### config.mk
export PLATFORM = sky130hd
export DESIGN_NAME = rounding_unit_scheduler_flat
export DESIGN_NICKNAME = d
export VERILOG_FILES = /design/src/rtl/rounding_unit_scheduler_pkg.sv /design/src/rtl/rounding_unit_scheduler_if.sv /design/src/rtl/rounding_unit_scheduler_rr_arbiter.sv /design/src/rtl/rounding_unit_scheduler.sv /design/src/flat_wrapper.sv
export SDC_FILE = /design/constraint.sdc
export NUM_CORES = 1
export LEC_CHECK = 0
export CORE_AREA = 2 2 132 134
export CTS_BUF_LIST = sky130_fd_sc_hd__clkbuf_8
export DETAILED_ROUTE_END_ITERATION = 10
export DIE_AREA = 0 0 134 136
export GPL_ROUTABILITY_DRIVEN = 0
export GPL_TIMING_DRIVEN = 0
export PLACE_DENSITY = 0.78
export SYNTH_ARGS = -nofsm -noshare
export SYNTH_HDL_FRONTEND = slang
export SYNTH_SLANG_ARGS = --single-unit
### constraint.sdc
create_clock -name clk -period 2.8 [get_ports clk]
set_input_delay 0.42 -clock clk [delete_from_list [all_inputs] [get_ports clk]]
set_output_delay 0.42 -clock clk [all_outputs]
set_load 0.005 [all_outputs]
### src/rtl/rounding_unit_scheduler_pkg.sv
// rtl/rounding_unit_scheduler_pkg.sv - shared types and widths for the rounding-unit scheduler
package rounding_unit_pkg;

  localparam int FRACTION_IN_WIDTH  = 49;
  localparam int FRACTION_OUT_WIDTH = 32;
  localparam int EXPONENT_WIDTH     = 10;
  localparam int TAG_WIDTH          = 4;
  localparam int SRC_WIDTH          = 2;

  typedef struct packed {
    logic                         sign;
    logic [EXPONENT_WIDTH-1:0]    exponent;
    logic [FRACTION_IN_WIDTH-1:0] normalized_fraction;
    logic                         rounding_mode;
    logic [TAG_WIDTH-1:0]         tag;
  } round_req_t;

  typedef struct packed {
    logic                          sign;
    logic [EXPONENT_WIDTH-1:0]     exponent;
    logic [FRACTION_OUT_WIDTH-1:0] fraction;
    logic [TAG_WIDTH-1:0]          tag;
    logic [SRC_WIDTH-1:0]          src;
  } round_rsp_t;

endpackage

### src/rtl/rounding_unit_scheduler_if.sv
// rtl/rounding_unit_scheduler_if.sv - requester, incrementer and output bundle of the scheduler
interface rounding_unit_scheduler_if
  import rounding_unit_pkg::*;
#(
  parameter int NUM_REQ = 3
);

  logic [NUM_REQ-1:0]            req_valid;
  logic [NUM_REQ-1:0]            req_ready;
  round_req_t [NUM_REQ-1:0]      req_data;
  logic                          ru_rounding_mode;
  logic [FRACTION_IN_WIDTH-1:0]  ru_normalized_fraction;
  logic [FRACTION_OUT_WIDTH-1:0] ru_incremented_fraction;
  logic                          out_valid;
  logic                          out_ready;
  round_rsp_t                    out_data;

  modport master (
    output req_valid, req_data, ru_incremented_fraction, out_ready,
    input  req_ready, ru_rounding_mode, ru_normalized_fraction, out_valid, out_data
  );

  modport slave (
    input  req_valid, req_data, ru_incremented_fraction, out_ready,
    output req_ready, ru_rounding_mode, ru_normalized_fraction, out_valid, out_data
  );

endinterface

### src/rtl/rounding_unit_scheduler_rr_arbiter.sv
// rtl/rounding_unit_scheduler_rr_arbiter.sv - round-robin grant over requesters
// ROUNDING_SCHEDULER_FIXED_PRIORITY_EN selects lowest-index-wins with no pointer.
module rounding_unit_rr_arbiter #(
  parameter int NUM_REQ = 3,
  parameter int IDX_W   = 2
) (
  input  logic               clk,
  input  logic               reset_n,
  input  logic [NUM_REQ-1:0] req_i,
  input  logic               en_i,
  output logic [NUM_REQ-1:0] grant_o,
  output logic [IDX_W-1:0]   idx_o,
  output logic               any_o
);

  logic [IDX_W-1:0] pick_idx;
  logic             pick_found;

`ifdef ROUNDING_SCHEDULER_FIXED_PRIORITY_EN
  always_comb begin
    pick_found = 1'b0;
    pick_idx   = '0;
    for (int i = NUM_REQ - 1; i >= 0; i--) begin
      if (req_i[i]) begin
        pick_found = 1'b1;
        pick_idx   = IDX_W'(i);
      end
    end
  end
`else
  logic [IDX_W-1:0] last_grant_q;
  int               cand;

  // Walk offsets farthest-first so the nearest requester after last_grant_q wins.
  always_comb begin
    pick_found = 1'b0;
    pick_idx   = '0;
    cand       = 0;
    for (int off = NUM_REQ; off >= 1; off--) begin
      cand = int'(last_grant_q) + off;
      if (cand >= NUM_REQ) cand = cand - NUM_REQ;
      if (req_i[IDX_W'(cand)]) begin
        pick_found = 1'b1;
        pick_idx   = IDX_W'(cand);
      end
    end
  end

  always_ff @(posedge clk or negedge reset_n) begin
    if (!reset_n) begin
      last_grant_q <= IDX_W'(NUM_REQ - 1);
    end else if (en_i && pick_found) begin
      last_grant_q <= pick_idx;
    end
  end
`endif

  assign any_o   = en_i & pick_found;
  assign idx_o   = pick_idx;
  assign grant_o = any_o ? (NUM_REQ'(1) << pick_idx) : '0;

endmodule

### src/rtl/rounding_unit_scheduler.sv
// rtl/rounding_unit_scheduler.sv - shares one rounding incrementer across FPU pipes
// Issue stage S1 feeds the external incrementer; S2 captures its result for writeback.
module rounding_unit_scheduler
  import rounding_unit_pkg::*;
#(
  parameter int NUM_REQ = 3
) (
  input  logic                      clk,
  input  logic                      reset_n,
  rounding_unit_scheduler_if.slave  bus
);

  logic                 s1_valid_q, s1_valid_d;
  round_req_t           s1_req_q, s1_req_d;
  logic [SRC_WIDTH-1:0] s1_src_q, s1_src_d;
  logic                 s2_valid_q, s2_valid_d;
  round_rsp_t           s2_rsp_q, s2_rsp_d;

  logic                 adv1, adv2;
  logic [NUM_REQ-1:0]   grant;
  logic [SRC_WIDTH-1:0] grant_idx;
  logic                 grant_any;

  assign adv2 = !s2_valid_q || bus.out_ready;
  assign adv1 = !s1_valid_q || adv2;

  // Gating with reset_n keeps req_ready low for the whole reset window.
  rounding_unit_rr_arbiter #(
    .NUM_REQ (NUM_REQ),
    .IDX_W   (SRC_WIDTH)
  ) u_arb (
    .clk     (clk),
    .reset_n (reset_n),
    .req_i   (bus.req_valid),
    .en_i    (adv1 & reset_n),
    .grant_o (grant),
    .idx_o   (grant_idx),
    .any_o   (grant_any)
  );

  assign bus.req_ready = grant;

  always_comb begin
    s1_valid_d = s1_valid_q;
    s1_req_d   = s1_req_q;
    s1_src_d   = s1_src_q;
    s2_valid_d = s2_valid_q;
    s2_rsp_d   = s2_rsp_q;
    if (adv1) begin
      s1_valid_d = grant_any;
      if (grant_any) begin
        s1_req_d = bus.req_data[grant_idx];
        s1_src_d = grant_idx;
      end
    end
    if (adv2) begin
      s2_valid_d = s1_valid_q;
      if (s1_valid_q) begin
        s2_rsp_d = '{sign:     s1_req_q.sign,
                     exponent: s1_req_q.exponent,
                     fraction: bus.ru_incremented_fraction,
                     tag:      s1_req_q.tag,
                     src:      s1_src_q};
      end
    end
  end

  always_ff @(posedge clk or negedge reset_n) begin
    if (!reset_n) begin
      s1_valid_q <= 1'b0;
      s1_req_q   <= '0;
      s1_src_q   <= '0;
      s2_valid_q <= 1'b0;
      s2_rsp_q   <= '0;
    end else begin
      s1_valid_q <= s1_valid_d;
      s1_req_q   <= s1_req_d;
      s1_src_q   <= s1_src_d;
      s2_valid_q <= s2_valid_d;
      s2_rsp_q   <= s2_rsp_d;
    end
  end

  assign bus.ru_rounding_mode       = s1_valid_q & s1_req_q.rounding_mode;
  assign bus.ru_normalized_fraction = s1_valid_q ? s1_req_q.normalized_fraction : '0;
  assign bus.out_valid              = s2_valid_q;
  assign bus.out_data               = s2_rsp_q;

endmodule

### src/flat_wrapper.sv
// flat-port wrapper written by rule: the top's interface ports become plain ports
module rounding_unit_scheduler_flat import rounding_unit_pkg::*;
#(
  parameter int NUM_REQ = 3
)
  (clk, reset_n, bus_req_valid, bus_req_data, bus_ru_incremented_fraction, bus_out_ready, bus_req_ready, bus_ru_rounding_mode, bus_ru_normalized_fraction, bus_out_valid, bus_out_data);
  rounding_unit_scheduler_if #(.NUM_REQ(NUM_REQ)) bus_i ();
  input  logic clk;
  input  logic reset_n;
  input wire logic [$bits(bus_i.req_valid)-1:0] bus_req_valid;
  input wire logic [$bits(bus_i.req_data)-1:0] bus_req_data;
  input wire logic [$bits(bus_i.ru_incremented_fraction)-1:0] bus_ru_incremented_fraction;
  input wire logic [$bits(bus_i.out_ready)-1:0] bus_out_ready;
  output wire logic [$bits(bus_i.req_ready)-1:0] bus_req_ready;
  output wire logic [$bits(bus_i.ru_rounding_mode)-1:0] bus_ru_rounding_mode;
  output wire logic [$bits(bus_i.ru_normalized_fraction)-1:0] bus_ru_normalized_fraction;
  output wire logic [$bits(bus_i.out_valid)-1:0] bus_out_valid;
  output wire logic [$bits(bus_i.out_data)-1:0] bus_out_data;
  assign bus_i.req_valid = bus_req_valid;
  assign bus_i.req_data = bus_req_data;
  assign bus_i.ru_incremented_fraction = bus_ru_incremented_fraction;
  assign bus_i.out_ready = bus_out_ready;
  assign bus_req_ready = bus_i.req_ready;
  assign bus_ru_rounding_mode = bus_i.ru_rounding_mode;
  assign bus_ru_normalized_fraction = bus_i.ru_normalized_fraction;
  assign bus_out_valid = bus_i.out_valid;
  assign bus_out_data = bus_i.out_data;
  rounding_unit_scheduler #(.NUM_REQ(NUM_REQ)) u_core (.clk(clk), .reset_n(reset_n), .bus(bus_i));
endmodule
==> metrics, run 1 <==
fin crit share=105%; worst-margin pin slew=0.560 ns; synthesis-stage register bit count=120; Leakage=4.72 nW; Crit path required time=2.38 ns; R2R Path End=u_core.s1_req_q[47]; startpoint types=flop; Min Hold Slack=0.471 ns; Max FO, Critical Path=12; # setup viols final=3; post-synthesis mux area share=8.94%; DRC=0; met2 Use GR=40.2%; Synth Area in Adders=0.587%; Pwr Total=10.3 mW; via/cell ratio=4.85; GRT Residual Overflow=0; Tot GR Track Use=23.6%; setup ws final=-0.145 ns; fill cell count=1,406; largest family of logic cells by synthesized area=simple AND/OR/NAND/NOR gates; maxcap violations=0; Post-synth EDFFs=0; WP buf/inv=5; WL/cell=16.5 um; Initial Util=37.9%; P&R area growth vs syn=66.8%; largest net degree at the start of global routing=80; Crit Path Class=reg2out; Reg2Reg Depth=11; Syn. warnings=0; Worst Hold Path Cells=2; Final Hold Viols=0; total core area=16,900 sq um; min-delay src=u_core.s1_req_q[30]; num rows=48; Die H=136 um; CTS max path bufs=2; first-pass GRT wire length=33.1 mm; Routed Antenna Nets=0; RSZ-0062 raised after global routing=true; Synth Area in XOR/XNOR=0%; Final Util=63.2%; Simple-Gate Fraction of Synth Area=28.5%; Multi-input gate area=3150 sq um; worst vdd ir=0.454 mV; outcome=finished, violations left; reg2reg start=u_core.u_arb.last_grant_q[1]; io pins=336; R2R setup slack=0.15 ns; Inserted Diodes=0; gr busiest metal=met2; TritonCTS Buffers=17; Worst EP arrival=2.53 ns; Detailed Place HPWL=16.2 mm; Hold EP=u_core.s1_req_q[30]; post-synthesis compound-gate area fraction=10.4%; port bufs=335; register area=3010 sq um; syn_area_per_cell=9.04 sq um; H-tree Lvls=4; initial antenna violation count=0; Die ar.=18,200 sq um; Post-Route WL=21.6 mm; async set-reset flop share out of synthesis=100%; vias=6,373; failing checks=setup timing; share of the yosys chip area belonging to registers=47.0%; vias in the first global route=6,331; synth unique cells=33; CP Capture Type=primary output; Detailed Route Iter0 Violations=202; final count of pins violating max slew=0; DR pass1 iterations=4; CP max-delay cell=dfstp_2; die width=134 um; cells after synthesis=707; dominant synthesized flop cell=dfrtp_1; CTS Root Cell=clkbuf_8; NumNets Final=1,312; clock sinks=120; met1 usage=27.9%; Cell Pwr Density=965 nW/um^2; most common cell after layout, fill and taps aside=clkdlybuf4s50_1; Worst path max stage delay=0.56 ns; fmax=340 MHz; most frequent cells in the layout=331 x clkdlybuf4s50_1, 197 x nand2_1, 118 x dfrtp_1, 67 x nor2_1, 62 x and3_1; syn nets=943; Hold WC Path Type=reg2reg; layout cells sized above 1=15.2%; Worst-Skew Late Latency=0.44 ns; minimum clock period after layout=2.95 ns; headroom to the max-slew limit=62.7%; Top Family by Delay on Critical Path=buffers and inverters; TritonCTS clock tree=done; met3 Track Usage GR=7.23%; Clock transition at path regs=0.07 ns; post-synthesis cell area=6390 sq um; Fin Clk Skew=0.0130 ns; worst-path cell chain=inv_2 -> ha_4 -> buf_6 -> and4bb_1 -> nor3_1 -> a211o_2 -> buf_8 -> buf_8 -> nor2_4 -> buf_6
metal layers:
metal	up-vias	part of all wire, %
li1	3107	-
met3	37	7.2
met4	0	3.0
met5	-	0
met1	2982	41
met2	247	49
through the flow:
step           setup WS [ns]  setup TNS (ns)  cells  area [sq um]
6_report              -0.145          -0.287   1314         10700
5_1_grt               -0.244          -0.589   1314         10700
4_1_cts               -0.151          -0.308   1314         10600
3_5_place_dp          -0.576           -1.44   1268         10100
3_3_place_gp           -4.29         -676.58   1267         10000
2_1_floorplan          0.347               0    707          6390
kinds of logic (layout without fill, tap and decap cells):
family	Yosys count	count (layout)
compound gates	80	80
fa+ha+maj	3	3
buf+inv	59	441
flops	120	120
mux	51	51
simple gates	394	394
power breakdown:
| part | switching [mW] | internal (mW) | total (mW) | leakage, nW |
|---|---|---|---|---|
| Clock | 0.764 | 0.728 | 1.49 | 0.190 |
| Combinational | 2.58 | 3.21 | 5.78 | 3.08 |
| Sequential | 0.422 | 2.60 | 3.02 | 1.45 |
| Total | 3.76 | 6.53 | 10.3 | 4.72 |
cells in the mapped netlist (4+ instances only):
library cell  count  area [sq um]
nor2_1           69           259
buf_4             6          45.0
buf_2            18          90.1
inv_1             5          18.8
o31ai_1          53           398
mux2_2           49           552
nand2_1         198           743
and2_1           51           319
dfrtp_1         119          2980
a21o_1            4          30.0
nand2b_1          4          25.0
o31ai_2          13           163
buf_6             4          45.0
and3_1           62           388
clkbuf_1         23          86.3
state kept, by name, indices dropped and copies added (netlist names):
signal and count:
u_core.s1_req_q 65, u_core.bus.out_data 49, u_core.s1_src_q 2, u_core.u_arb.last_grant_q 2, u_core.bus.out_valid 1, u_core.s1_valid_q 1
timing repair:
| action | CTS | global route |
|---|---|---|
| gates resized for setup | 40 | 10 |
| hold buffers | 2 | 0 |
| gates cloned | 1 | 0 |
| setup buffers | 13 | 0 |
| setup endpoints to repair | 3 | 72 |
| endpoints found under the hold margin | 43 | 0 |
| pin swaps | 6 | 2 |
area by class of cell:
| type | instances | share of cell area [%] |
|---|---|---|
| tap | 225 | 2.64 |
| buffer | 52 | 2.80 |
| multi-input combinational | 528 | 29.6 |
| timing repair buffer | 352 | 33.1 |
| clock inverter | 14 | 1.17 |
| sequential | 120 | 28.2 |
| clock buffer | 18 | 2.32 |
| inverter | 5 | 0.176 |
worst max path at each step:
| stage | slack (ns) | startpoint | end | cells after the start |
|---|---|---|---|---|
| after detailed placement | -0.58 | u_core.u_arb.last_grant_q[1] | bus_req_ready[0] | 11 |
| after global routing | -0.24 | u_core.u_arb.last_grant_q[1] | bus_req_ready[2] | 11 |
| after CTS | -0.15 | u_core.u_arb.last_grant_q[1] | bus_req_ready[2] | 11 |
| final | -0.15 | u_core.u_arb.last_grant_q[1] | bus_req_ready[2] | 10 |
| after global placement | -4.29 | reset_n | bus_req_ready[0] | 7 |
| after floorplan | 0.35 | u_core.u_arb.last_grant_q[1] | bus_req_ready[0] | 9 |
tightest hold or removal path: stages (launching register included):
cell and delay (ns):
dfrtp_1 0.34, nand2_1 0.05, o31ai_1 0.05
No activity file was read; power rests on OpenSTA's default activity.
==> inputs of run 2 (changes only) <==
--- a/config.mk
+++ b/config.mk
@@ -9,7 +9,6 @@
 export CTS_BUF_LIST = sky130_fd_sc_hd__clkbuf_8
 export DETAILED_ROUTE_END_ITERATION = 10
 export DIE_AREA = 0 0 134 136
-export GPL_ROUTABILITY_DRIVEN = 0
 export GPL_TIMING_DRIVEN = 0
 export PLACE_DENSITY = 0.78
 export SYNTH_ARGS = -nofsm -noshare
==> results of run 2 <==
No change in the layout: final DEF, timing and power equal those of run 1.
==> inputs of run 3 (changes only) <==
--- a/config.mk
+++ b/config.mk
@@ -5,12 +5,12 @@
 export SDC_FILE = /design/constraint.sdc
 export NUM_CORES = 1
 export LEC_CHECK = 0
-export CORE_AREA = 2 2 132 134
+export CORE_AREA = 2 2 131 133
 export CTS_BUF_LIST = sky130_fd_sc_hd__clkbuf_8
 export DETAILED_ROUTE_END_ITERATION = 10
-export DIE_AREA = 0 0 134 136
+export DIE_AREA = 0 0 133 135
 export GPL_TIMING_DRIVEN = 0
-export PLACE_DENSITY = 0.78
+export PLACE_DENSITY = 0.79
 export SYNTH_ARGS = -nofsm -noshare
 export SYNTH_HDL_FRONTEND = slang
 export SYNTH_SLANG_ARGS = --single-unit
==> constraint.sdc (replaced) <==
create_clock -name clk -period 3.67 [get_ports clk]
set_input_delay 0.5505 -clock clk [delete_from_list [all_inputs] [get_ports clk]]
set_output_delay 0.5505 -clock clk [all_outputs]
set_load 0.005 [all_outputs]
==> run 3 against run 2 <==
Compared with the run above: the run now ends clean; hold slack worse by 0.46 ns; sequential cell count stayed put; register-to-register slack better by 0.72 ns; clock-buffer cell count stayed put; setup slack better by 0.29 ns; die area is 1.5% lower; sequential share of layout area is 0.51 points higher; combinational power is 27% lower; global-route usage is 0.56 points higher; critical path depth is 1 lower; highest routed layer unchanged.
==> metrics, run 3 (same netlist as run 1, synthesis figures left out) <==
io pins=336 (unchanged); # setup viols final=0 (was 3); Final Hold Viols=0 (unchanged); worst-path cell chain=inv_1 -> ha_1 -> buf_6 -> or2_2 -> a21oi_1 -> o31ai_1 -> buf_4 -> nor2_4 -> clkdlybuf4s50_1 (was inv_2 -> ha_4 -> buf_6 -> and4bb_1 -> nor3_1 -> a211o_2 -> buf_8 -> buf_8 -> nor2_4 -> buf_6); Inserted Diodes=0 (unchanged); layout cells sized above 1=12.3% (was 15.2%); most common cell after layout, fill and taps aside=clkdlybuf4s50_1 (unchanged); headroom to the max-slew limit=56.5% (was 62.7%); global placement routability congestion=0.850 (was 0.853); initial antenna violation count=0 (unchanged); fin crit share=96.1%; Hold WC Path Type=in2async (was reg2reg); Die H=135 um (was 136 um); CP max-delay cell=dfstp_2 (unchanged); Worst path max stage delay=0.55 ns (was 0.56 ns); Largest register FFs=65 (unchanged); Routed Antenna Nets=0 (unchanged); Post-Route WL=21.8 mm (was 21.6 mm); Fin Clk Skew=0.00818 ns (was 0.0130 ns); H-tree Lvls=4 (unchanged); CTS max path bufs=2 (unchanged); NumNets Final=1,297 (was 1,312); minimum clock period after layout=3.53 ns; vias in the first global route=6,397 (was 6,331); via/cell ratio=4.89 (was 4.85); filler-free cell count of the finished design=1,293 (was 1,314); TritonCTS clock tree=done (unchanged); total core area=16,400 sq um (was 16,900 sq um); Min Hold Slack=0.00697 ns (was 0.471 ns); Tot GR Track Use=24.1% (was 23.6%); Max FO, Critical Path=10 (was 12); Cell Pwr Density=744 nW/um^2 (was 965 nW/um^2); outcome=finished clean (was finished, violations left); DRC=0 (unchanged); Biggest register=u_core.s1_req_q (unchanged); RSZ-0062 raised after global routing=false (was true); worst-margin pin slew=0.653 ns (was 0.560 ns); Crit Path Class=reg2out (unchanged); DR pass1 iterations=4 (unchanged); WP buf/inv=4 (was 5); die width=133 um (was 134 um); num rows=47 (was 48); CP Capture Type=primary output (unchanged); clock sinks=120 (unchanged); Worst-Skew Late Latency=0.44 ns (about the same); Detailed Place HPWL=16.6 mm (was 16.2 mm); GRT Residual Overflow=0 (unchanged); fill cell count=1,404 (was 1,406); total setup buffers inserted after CTS=0 (was 13); Die ar.=18,000 sq um (was 18,200 sq um); Top Family by Delay on Critical Path=buffers and inverters (unchanged); TritonCTS Buffers=17 (unchanged); P&R area growth vs syn=63.8% (was 66.8%); worst vdd ir=0.306 mV (was 0.454 mV); Worst EP arrival=2.97 ns (was 2.53 ns); final count of pins violating max slew=0 (unchanged); Placed Instances=1,263 (was 1,268); most frequent cells in the layout=332 x clkdlybuf4s50_1, 198 x nand2_1, 119 x dfrtp_1, 68 x nor2_1, 62 x and3_1 (was 331 x clkdlybuf4s50_1, 197 x nand2_1, 118 x dfrtp_1, 67 x nor2_1, 62 x and3_1); port bufs=335 (unchanged); Crit path required time=3.12 ns (was 2.38 ns); Initial Util=39.0% (was 37.9%); CTS Root Cell=clkbuf_8 (unchanged); fmax=284 MHz; Leakage=4.63 nW (was 4.72 nW); maxcap violations=0 (unchanged); startpoint types=flop (unchanged); Detailed Route Iter0 Violations=301 (was 202); Setup TNS=0 ns (was -0.287 ns); first-pass GRT wire length=33.4 mm (was 33.1 mm); Clock transition at path regs=0.07 ns (about the same); WL/cell=16.8 um (was 16.5 um); largest net degree at the start of global routing=82 (was 80); vias=6,323 (was 6,373)
run 3: where the power goes:
| part | internal (mW) | switching (mW) | total [mW] |
|---|---|---|---|
| clock | 0.681 | 0.558 | 1.24 |
| combinational | 2.33 | 1.90 | 4.23 |
| sequential | 1.98 | 0.341 | 2.32 |
| total | 4.99 | 2.80 | 7.79 |
run 3: what timing repair did:
| action | CTS | global route |
|---|---|---|
| hold buffers | 0 | 0 |
| resized for setup | 8 | 5 |
| setup endpoints to repair | 3 | 1 |
| hold endpoints to repair | 0 | 0 |
| pin swaps | 1 | 0 |
run 3: worst reg2reg max path: stages (launching register included):
cell and delay (ns):
dfstp_2 0.55, inv_1 0.06, ha_1 0.30, buf_6 0.14, mux2i_1 0.18, o22ai_1 0.12
o31ai_1 0.25, buf_2 0.45, clkbuf_1 0.45, nand2_1 0.12, o31ai_1 0.08
run 3: area by class of cell:
cell class                      count  area (sq um)  share of cell area, %
Buffer                             53           293                   2.80
Clock buffer                       18           248                   2.37
Clock inverter                     13           154                   1.47
Inverter                            5          18.8                  0.179
Multi-Input combinational cell    528          3100                   29.6
Sequential cell                   120          3000                   28.7
Tap cell                          220           275                   2.63
Timing Repair Buffer              336          3380                   32.3
run 3: path summary, 6_finish.rpt:
check,depth (start not counted),end,slack (ns),start
min in group clk,2,u_core.s1_req_q[20],0.47,u_core.s1_req_q[20]
max in group asynchronous,2,u_core.s1_req_q[6],2.93,reset_n
hold reg to reg,2,u_core.s1_req_q[20],0.47,u_core.s1_req_q[20]
setup / recovery,9,bus_req_ready[1],0.14,u_core.u_arb.last_grant_q[1]
hold / removal,1,u_core.bus.out_data[11],0.007,reset_n
setup reg to reg,10,u_core.s1_req_q[10],0.87,u_core.u_arb.last_grant_q[1]
run 3: metal layers:
layer | track usage, % | wire (um)
met1 | 28.2 | 8920
met2 | 42.0 | 10700
met3 | 6.42 | 1480
met4 | 10.4 | 660
met5 | 0 | 0
run 3: stage by stage:
stage / worst slack, ns / total power, mW / cell area [sq um] / utilization [%]
3_5_place_dp: 0.00414 / 6.59 / 10100 / 61.3
5_1_grt: 0.00206 / 8.36 / 10500 / 63.8
2_1_floorplan: 1.09 / 4.54 / 6390 / -
4_1_cts: 0.00883 / 7.86 / 10500 / 63.8
3_3_place_gp: -3.70 / 6.49 / 10000 / 61.1
6_report: 0.145 / 7.79 / 10500 / 63.8
